File: src/rtl/atm_session_ctrl_if.sv
// Signal bundle between the ATM session controller, the keypad/card front end and the
// shared session timer. The controller uses the master modport, the environment the slave one.
interface atm_session_ctrl_if;
    logic        card_in;
    logic        card_removed;
    logic        key_activity;
    logic        pin_valid;
    logic        pin_invalid;
    logic        txn_req;
    logic        txn_done;
    logic        cancel;
    logic        tmr_timeout;
    logic        tmr_start;
    logic        tmr_restart;
    logic [31:0] tmr_threshold;
    logic [2:0]  phase;
    logic        session_active;
    logic        eject_card;
    logic        retain_card;
    logic        abort;
    logic [2:0]  pin_tries;

    modport master (
        input  card_in, card_removed, key_activity, pin_valid, pin_invalid,
        input  txn_req, txn_done, cancel, tmr_timeout,
        output tmr_start, tmr_restart, tmr_threshold, phase, session_active,
        output eject_card, retain_card, abort, pin_tries
    );

    modport slave (
        output card_in, card_removed, key_activity, pin_valid, pin_invalid,
        output txn_req, txn_done, cancel, tmr_timeout,
        input  tmr_start, tmr_restart, tmr_threshold, phase, session_active,
        input  eject_card, retain_card, abort, pin_tries
    );
endinterface

File: src/rtl/atm_session_ctrl.sv
// ATM card-session sequencer driving the shared session timer.
// Optional feature macro RETAIN_CARD_EN: timed EJECT and card retention after too many wrong PINs.
module atm_session_ctrl #(
    parameter logic [31:0] PIN_TIMEOUT   = 32'd3000,
    parameter logic [31:0] MENU_TIMEOUT  = 32'd3000,
    parameter logic [31:0] TXN_TIMEOUT   = 32'd6000,
    parameter logic [31:0] EJECT_TIMEOUT = 32'd1500,
    parameter int unsigned MAX_PIN_TRIES = 3
) (
    input logic                clk,
    input logic                rst,
    atm_session_ctrl_if.master bus
);

    localparam logic [2:0] MaxTries = 3'(MAX_PIN_TRIES);

    typedef enum logic [2:0] {
        StIdle   = 3'd0,
        StPin    = 3'd1,
        StMenu   = 3'd2,
        StTxn    = 3'd3,
`ifdef RETAIN_CARD_EN
        StEject  = 3'd4,
        StRetain = 3'd5
`else
        StEject  = 3'd4
`endif
    } state_e;

    state_e      state_q, state_d;
    logic        restart_q, restart_d;
    logic        start_q, start_d;
    logic        abort_q, abort_d;
    logic        active_q, active_d;
    logic        eject_q, eject_d;
    logic [31:0] thr_q, thr_d;
    logic [2:0]  tries_q, tries_d;
    logic [2:0]  tries_inc;
    logic        restart_evt;
    logic        timeout;

    function automatic logic is_timed(input state_e s);
`ifdef RETAIN_CARD_EN
        return (s == StPin) || (s == StMenu) || (s == StTxn) || (s == StEject);
`else
        return (s == StPin) || (s == StMenu) || (s == StTxn);
`endif
    endfunction

    function automatic logic [31:0] thr_for(input state_e s);
        case (s)
            StPin:   return PIN_TIMEOUT;
            StMenu:  return MENU_TIMEOUT;
            StTxn:   return TXN_TIMEOUT;
            StEject: return EJECT_TIMEOUT;
            default: return 32'd0;
        endcase
    endfunction

    // An expiry seen while the timer is being cleared belongs to the previous interval.
    assign timeout   = bus.tmr_timeout & ~restart_q;
    assign tries_inc = (tries_q == MaxTries) ? tries_q : tries_q + 3'd1;

    always_comb begin
        state_d     = state_q;
        tries_d     = tries_q;
        abort_d     = 1'b0;
        restart_evt = 1'b0;
        case (state_q)
            StIdle: begin
                if (bus.card_in) begin
                    state_d = StPin;
                    tries_d = 3'd0;
                end
            end
            StPin: begin
                if (bus.card_removed) begin
                    state_d = StIdle;
                    abort_d = 1'b1;
                end else if (bus.pin_invalid) begin
                    tries_d = tries_inc;
                    if (tries_inc == MaxTries) begin
`ifdef RETAIN_CARD_EN
                        state_d = StRetain;
`else
                        state_d = StEject;
`endif
                    end else begin
                        restart_evt = 1'b1;
                    end
                end else if (bus.pin_valid) begin
                    state_d = StMenu;
                end else if (bus.key_activity) begin
                    restart_evt = 1'b1;
                end else if (timeout) begin
                    state_d = StEject;
                    abort_d = 1'b1;
                end
            end
            StMenu: begin
                if (bus.card_removed) begin
                    state_d = StIdle;
                    abort_d = 1'b1;
                end else if (bus.txn_req) begin
                    state_d = StTxn;
                end else if (bus.cancel) begin
                    state_d = StEject;
                end else if (bus.key_activity) begin
                    restart_evt = 1'b1;
                end else if (timeout) begin
                    state_d = StEject;
                    abort_d = 1'b1;
                end
            end
            StTxn: begin
                if (bus.card_removed) begin
                    state_d = StIdle;
                    abort_d = 1'b1;
                end else if (bus.txn_done) begin
                    state_d = StMenu;
                end else if (timeout) begin
                    state_d = StEject;
                    abort_d = 1'b1;
                end
            end
            StEject: begin
                if (bus.card_removed) begin
                    state_d = StIdle;
`ifdef RETAIN_CARD_EN
                end else if (timeout) begin
                    state_d = StRetain;
                    abort_d = 1'b1;
`endif
                end
            end
`ifdef RETAIN_CARD_EN
            StRetain: state_d = StIdle;
`endif
            default: state_d = StIdle;
        endcase

        // Registered outputs are computed from the next state so they line up with it.
        restart_d = restart_evt | ((state_d != state_q) & is_timed(state_d));
        thr_d     = restart_d ? thr_for(state_d) : thr_q;
        start_d   = is_timed(state_d);
        active_d  = (state_d != StIdle);
        eject_d   = (state_d == StEject);
    end

    always_ff @(posedge clk or posedge rst) begin
        if (rst) begin
            state_q   <= StIdle;
            restart_q <= 1'b0;
            start_q   <= 1'b0;
            abort_q   <= 1'b0;
            active_q  <= 1'b0;
            eject_q   <= 1'b0;
            thr_q     <= 32'd0;
            tries_q   <= 3'd0;
        end else begin
            state_q   <= state_d;
            restart_q <= restart_d;
            start_q   <= start_d;
            abort_q   <= abort_d;
            active_q  <= active_d;
            eject_q   <= eject_d;
            thr_q     <= thr_d;
            tries_q   <= tries_d;
        end
    end

`ifdef RETAIN_CARD_EN
    logic retain_q;

    always_ff @(posedge clk or posedge rst) begin
        if (rst) begin
            retain_q <= 1'b0;
        end else begin
            retain_q <= (state_d == StRetain);
        end
    end

    assign bus.retain_card = retain_q;
`else
    assign bus.retain_card = 1'b0;
`endif

    assign bus.phase          = state_q;
    assign bus.tmr_restart    = restart_q;
    assign bus.tmr_start      = start_q;
    assign bus.tmr_threshold  = thr_q;
    assign bus.abort          = abort_q;
    assign bus.session_active = active_q;
    assign bus.eject_card     = eject_q;
    assign bus.pin_tries      = tries_q;

endmodule

File: src/flat_wrapper.sv
// flat-port wrapper written by rule: the top's interface ports become plain ports
module atm_session_ctrl_flat 
#(
    parameter logic [31:0] PIN_TIMEOUT   = 32'd3000,
    parameter logic [31:0] MENU_TIMEOUT  = 32'd3000,
    parameter logic [31:0] TXN_TIMEOUT   = 32'd6000,
    parameter logic [31:0] EJECT_TIMEOUT = 32'd1500,
    parameter int unsigned MAX_PIN_TRIES = 3
)
  (clk, rst, bus_card_in, bus_card_removed, bus_key_activity, bus_pin_valid, bus_pin_invalid, bus_txn_req, bus_txn_done, bus_cancel, bus_tmr_timeout, bus_tmr_start, bus_tmr_restart, bus_tmr_threshold, bus_phase, bus_session_active, bus_eject_card, bus_retain_card, bus_abort, bus_pin_tries);
  atm_session_ctrl_if bus_i ();
  input logic clk;
  input logic rst;
  input wire logic [$bits(bus_i.card_in)-1:0] bus_card_in;
  input wire logic [$bits(bus_i.card_removed)-1:0] bus_card_removed;
  input wire logic [$bits(bus_i.key_activity)-1:0] bus_key_activity;
  input wire logic [$bits(bus_i.pin_valid)-1:0] bus_pin_valid;
  input wire logic [$bits(bus_i.pin_invalid)-1:0] bus_pin_invalid;
  input wire logic [$bits(bus_i.txn_req)-1:0] bus_txn_req;
  input wire logic [$bits(bus_i.txn_done)-1:0] bus_txn_done;
  input wire logic [$bits(bus_i.cancel)-1:0] bus_cancel;
  input wire logic [$bits(bus_i.tmr_timeout)-1:0] bus_tmr_timeout;
  output wire logic [$bits(bus_i.tmr_start)-1:0] bus_tmr_start;
  output wire logic [$bits(bus_i.tmr_restart)-1:0] bus_tmr_restart;
  output wire logic [$bits(bus_i.tmr_threshold)-1:0] bus_tmr_threshold;
  output wire logic [$bits(bus_i.phase)-1:0] bus_phase;
  output wire logic [$bits(bus_i.session_active)-1:0] bus_session_active;
  output wire logic [$bits(bus_i.eject_card)-1:0] bus_eject_card;
  output wire logic [$bits(bus_i.retain_card)-1:0] bus_retain_card;
  output wire logic [$bits(bus_i.abort)-1:0] bus_abort;
  output wire logic [$bits(bus_i.pin_tries)-1:0] bus_pin_tries;
  assign bus_i.card_in = bus_card_in;
  assign bus_i.card_removed = bus_card_removed;
  assign bus_i.key_activity = bus_key_activity;
  assign bus_i.pin_valid = bus_pin_valid;
  assign bus_i.pin_invalid = bus_pin_invalid;
  assign bus_i.txn_req = bus_txn_req;
  assign bus_i.txn_done = bus_txn_done;
  assign bus_i.cancel = bus_cancel;
  assign bus_i.tmr_timeout = bus_tmr_timeout;
  assign bus_tmr_start = bus_i.tmr_start;
  assign bus_tmr_restart = bus_i.tmr_restart;
  assign bus_tmr_threshold = bus_i.tmr_threshold;
  assign bus_phase = bus_i.phase;
  assign bus_session_active = bus_i.session_active;
  assign bus_eject_card = bus_i.eject_card;
  assign bus_retain_card = bus_i.retain_card;
  assign bus_abort = bus_i.abort;
  assign bus_pin_tries = bus_i.pin_tries;
  atm_session_ctrl #(.PIN_TIMEOUT(PIN_TIMEOUT), .MENU_TIMEOUT(MENU_TIMEOUT), .TXN_TIMEOUT(TXN_TIMEOUT), .EJECT_TIMEOUT(EJECT_TIMEOUT), .MAX_PIN_TRIES(MAX_PIN_TRIES)) u_core (.clk(clk), .rst(rst), .bus(bus_i));
endmodule
File: config.mk
export PLATFORM = sky130hd
export DESIGN_NAME = atm_session_ctrl_flat
export DESIGN_NICKNAME = d
export VERILOG_FILES = /design/src/rtl/atm_session_ctrl_if.sv /design/src/rtl/atm_session_ctrl.sv /design/src/flat_wrapper.sv
export SDC_FILE = /design/constraint.sdc
export NUM_CORES = 1
export LEC_CHECK = 0
export ABC_AREA = 1
export BUFFER_PORTS_ARGS = -buffer_cell sky130_fd_sc_hd__buf_4
export CORE_MARGIN = 2
export CORE_UTILIZATION = 40
export DETAILED_ROUTE_END_ITERATION = 12
export GPL_TIMING_DRIVEN = 0
export MAX_ROUTING_LAYER = met4
export PLACE_DENSITY = 0.73
export RECOVER_POWER = 50
export SYNTH_ARGS = -nofsm -noshare
export SYNTH_HDL_FRONTEND = slang
export SYNTH_SLANG_ARGS = --single-unit
File: constraint.sdc
create_clock -name clk -period 2 [get_ports clk]
set_input_delay 0.1 -clock clk [delete_from_list [all_inputs] [get_ports clk]]
set_output_delay 0.1 -clock clk [all_outputs]
set_load 0.05 [all_outputs]
==> impl_metrics.xml <==
<?xml version="1.0" encoding="UTF-8"?>
<metrics>
  <group name="clocking">
    <metric name="cts.htree.levels" unit="">1</metric>
    <metric name="post_cts.repair.setup_buffers" unit="">0</metric>
    <metric name="cts_tree" unit="">done</metric>
    <metric name="clockBufferDepth" unit="">2</metric>
    <metric name="clkLatencyLatePin" unit="ps">290</metric>
    <metric name="clk_transition_reported_paths" unit="ps">100</metric>
    <metric name="tritoncts_num_sinks" unit="">18</metric>
    <metric name="cts-buffers-inserted" unit="">3</metric>
    <metric name="clk_root_buffer_cell" unit="">clkbuf_4</metric>
  </group>
  <group name="yosys">
    <metric name="ys_seq_elements" unit="">18</metric>
    <metric name="synth_top_area_cell" unit="">dfrtp_1</metric>
    <metric name="synth_top_cell_area_share" unit="%">34.1</metric>
    <metric name="synth_top_family_by_area" unit="">simple AND/OR/NAND/NOR gates</metric>
    <metric name="ys.warnings.count" unit="">0</metric>
    <metric name="synth.mux.area_fraction" unit="%">0.758</metric>
    <metric name="netlist-cell-type-count" unit="">27</metric>
    <metric name="netlist_area" unit="µm²">1320</metric>
    <metric name="synthesis.instances" unit="">166</metric>
    <metric name="synth_sequential_area_ratio" unit="%">34.1</metric>
    <metric name="compound_gate_fraction_of_synth_area" unit="%">4.36</metric>
    <metric name="synthXorXnorAreaFrac" unit="%">0.664</metric>
    <metric name="synthTopCellsByArea" unit="">dfrtp_1 (34%), buf_4 (15%), nand2_1 (8.8%)</metric>
    <metric name="post_synth_and_or_nand_nor_area_fraction" unit="%">34.8</metric>
    <metric name="synth_area_in_adders" unit="%">0.948</metric>
    <metric name="syn_area_per_cell" unit="µm²">7.95</metric>
  </group>
  <group name="worst_setup_path">
    <metric name="setup.worst_path.class" unit="">flip-flop to flip-flop</metric>
    <metric name="r2r_setup_slk" unit="ps">230</metric>
    <metric name="critPathMaxFanout" unit="">10</metric>
    <metric name="rr_startpoint" unit="">u_core.bus.phase[1]$_DFF_PP0_</metric>
    <metric name="worst_r2r_path_cells" unit="">13</metric>
    <metric name="worst_path_max_delay_cell" unit="">dfrtp_1</metric>
    <metric name="worstReg2RegEnd" unit="">u_core.bus.tmr_threshold[11]$_DFFE_PP0P_</metric>
    <metric name="critical_path.most_common_cell" unit="">nand2_4</metric>
    <metric name="startpoint_type" unit="">flip-flop</metric>
    <metric name="cp.required" unit="ps">2190</metric>
    <metric name="critPathMaxStageDelay" unit="ps">400</metric>
    <metric name="critPathCaptureType" unit="">flip-flop</metric>
    <metric name="critPathArrivalTime" unit="ps">1960</metric>
    <metric name="ordered_list_of_cells_on_the_worst_path" unit="">buf_6 -&gt; nor3_4 -&gt; nand3_1 -&gt; nand2_1 -&gt; inv_2 -&gt; nand2_4 -&gt; nand3_2 -&gt; nand2_2 -&gt; nand3_2 -&gt; nand2_4 -&gt; nand2_4 -&gt; nand2_4 -&gt; nand2_2</metric>
  </group>
  <group name="drt">
    <metric name="wire_per_inst" unit="µm">9.60</metric>
    <metric name="detail_route.drc_violations" unit="">0</metric>
    <metric name="detailroute.via_count" unit="">1122</metric>
    <metric name="detail_route.vias_per_cell" unit="">4.19</metric>
    <metric name="drtAntennaViolNets" unit="">0</metric>
    <metric name="drt_first_pass_iters" unit="">4</metric>
    <metric name="wirelength" unit="µm">2570</metric>
    <metric name="drt_iter0_drc" unit="">46</metric>
  </group>
  <group name="sta">
    <metric name="rsz_0062_raised_after_global_routing" unit="">no</metric>
    <metric name="maxSlewViolCount" unit="">0</metric>
    <metric name="setup_viol" unit="">0</metric>
    <metric name="achievable-frequency" unit="MHz">566</metric>
    <metric name="final_min_period_over_clock_period" unit="%">88.4</metric>
    <metric name="timing.final.crit_period" unit="ps">1770</metric>
    <metric name="final.setup.tns" unit="ps">0</metric>
    <metric name="max-slew-margin-rel" unit="%">55.1</metric>
    <metric name="max_slew.worst_pin.slew" unit="ps">673</metric>
    <metric name="timing.final.hold_violations" unit="">0</metric>
    <metric name="clock_skews" unit="ps">8.02</metric>
  </group>
  <group name="floorplanning">
    <metric name="die_h" unit="µm">61.4</metric>
    <metric name="core-area" unit="µm²">3100</metric>
    <metric name="floorplan.die_area" unit="µm²">3780</metric>
    <metric name="start_util" unit="%">42.5</metric>
    <metric name="rows" unit="">20</metric>
    <metric name="die-width" unit="µm">61.4</metric>
    <metric name="count_of_pins_on_the_block_boundary" unit="">55</metric>
  </group>
  <group name="finish">
    <metric name="drive_above_1_share" unit="%">35.7</metric>
    <metric name="area.growth.synth_to_final" unit="%">28.7</metric>
    <metric name="final.fill_count" unit="">334</metric>
    <metric name="num_antenna_cells" unit="">0</metric>
    <metric name="finish.net_count" unit="">237</metric>
  </group>
  <group name="hold_path">
    <metric name="hold-path-endpoint" unit="">u_core.bus.pin_tries[0]$_DFFE_PP0P_</metric>
    <metric name="min_delay_path_depth" unit="">4</metric>
    <metric name="hold_crit_start" unit="">bus_card_in</metric>
    <metric name="hold_path.class" unit="">primary input to flip-flop</metric>
  </group>
  <group name="global_routing">
    <metric name="first_pass_grt_wire_length" unit="µm">4120</metric>
    <metric name="first_global_vias" unit="">975</metric>
    <metric name="grt_antenna_before_repair" unit="">0</metric>
    <metric name="largest_net_degree_at_the_start_of_global_routing" unit="">19</metric>
    <metric name="grt.overflow.total" unit="">0</metric>
    <metric name="total_grt_usage" unit="%">15.0</metric>
  </group>
  <group name="power">
    <metric name="irDropWorstVdd" unit="V">0.000673</metric>
    <metric name="power.density" unit="nW/µm²">1190</metric>
    <metric name="finalPower" unit="mW">2.03</metric>
    <metric name="p_leak" unit="nW">0.970</metric>
  </group>
  <group name="run_status">
    <metric name="status" unit="">finished clean</metric>
  </group>
  <group name="placement">
    <metric name="detailedPlacementHpwl" unit="µm">2110</metric>
    <metric name="io_buffer_count" unit="">32</metric>
    <metric name="gpl.final_weighted_congestion" unit="">0.823</metric>
  </group>
  <group name="flow_run">
    <metric name="drv.max_cap_violation_count" unit="">0</metric>
  </group>
</metrics>
==> routing by layer <==
metal	vias up	global-route usage, %	share of wire (%)
li1	586	-	-
met1	503	19.1	46
met2	31	24.5	49
met3	2	4.41	5.1
met4	0	1.82	0.31
met5	-	-	0
==> Yosys cell counts, drive strengths merged <==
master,instances
nor2,12
buf,28
nand3,22
ha,1
conb,1
xnor2,1
inv,26
nor3,4
o21ai,2
nand2,40
a21oi,4
mux2i,1
a31oi,2
dfrtp,18
nand4,3
or2,1
==> timing repair <==
item                      CTS  global route
hold buffers                1             0
resized for setup           0             0
hold endpoints to repair   18             0
==> cell usage in the layout (no fill, tap or decap), drive strengths merged <==
cell	synthesis	layout
conb	1	22
nor3	4	4
nand4	3	3
nand2	40	40
nor2	12	12
dfrtp	18	18
a21oi	4	4
o21ai	2	2
xnor2	1	1
or2	1	1
buf	28	48
ha	1	1
mux2i	1	1
clkbuf	0	16
dlygate4sd3	0	1
a31oi	2	2
inv	26	26
nand3	22	22
==> power by group <==
part / switching [mW] / internal, mW / total, mW / leakage [nW]
Sequential: 0.0763 / 0.462 / 0.538 / 0.226
Combinational: 0.901 / 0.369 / 1.27 / 0.723
Clock: 0.110 / 0.111 / 0.221 / 0.0210
==> final cells by class <==
| type | count | area (µm²) | share of cell area (%) |
|---|---|---|---|
| Buffer | 28 | 218 | 12.8 |
| Clock buffer | 4 | 36.3 | 2.14 |
| Inverter | 26 | 100 | 5.89 |
| Multi-Input combinational cell | 115 | 631 | 37.1 |
| Sequential cell | 18 | 450 | 26.5 |
| Tap cell | 44 | 55.1 | 3.24 |
| Timing Repair Buffer | 33 | 209 | 12.3 |
==> logic make-up after synthesis <==
kind of cell,after synthesis
fa+ha+maj,1
xor+xnor,1
mux,1
simple gates,82
other cells,1
buf+inv,54
flops,18
compound gates,8
==> critical path: cells and delay by family, from the launching register on <==
family | cells | cell delay (ps)
simple gates | 11 | 1080
buf+inv | 2 | 190
flops | 1 | 400
==> state kept, by name, indices dropped and copies added (netlist names) <==
register and flops:
u_core.bus.session_active 1, u_core.bus.eject_card 1, u_core.bus.tmr_start 1, u_core.bus.tmr_threshold 7
u_core.bus.abort 1, u_core.bus.pin_tries 3, u_core.bus.phase 3, u_core.bus.tmr_restart 1
==> through the flow <==
step,util [%],instances,hold WS [ps],setup WS (ps),area (µm²)
2_1_floorplan,-,187,38.6,89.2,1400
3_3_place_gp,54.6,263,223,249,1690
3_5_place_dp,54.6,263,242,245,1690
4_1_cts,56.1,268,169,221,1740
5_1_grt,54.8,268,193,46.1,1700
6_report,54.8,268,170,233,1700
==> how the worst max path moves through the flow <==
stage	startpoint	to	slack [ps]	depth (start not counted)
final	u_core.bus.phase[1]$_DFF_PP0_	u_core.bus.tmr_threshold[11]$_DFFE_PP0P_	230	13
after floorplan	u_core.bus.phase[0]$_DFF_PP0_	u_core.bus.tmr_threshold[7]$_DFFE_PP0P_	90	14
after global placement	u_core.bus.phase[1]$_DFF_PP0_	u_core.bus.tmr_threshold[11]$_DFFE_PP0P_	250	13
after detailed placement	u_core.bus.phase[1]$_DFF_PP0_	u_core.bus.tmr_threshold[11]$_DFFE_PP0P_	250	13
after global routing	u_core.bus.phase[2]$_DFF_PP0_	u_core.bus.tmr_threshold[11]$_DFFE_PP0P_	50	13
after CTS	u_core.bus.phase[1]$_DFF_PP0_	u_core.bus.tmr_threshold[11]$_DFFE_PP0P_	220	13
Note: power is estimated with default switching activity, not from simulation.
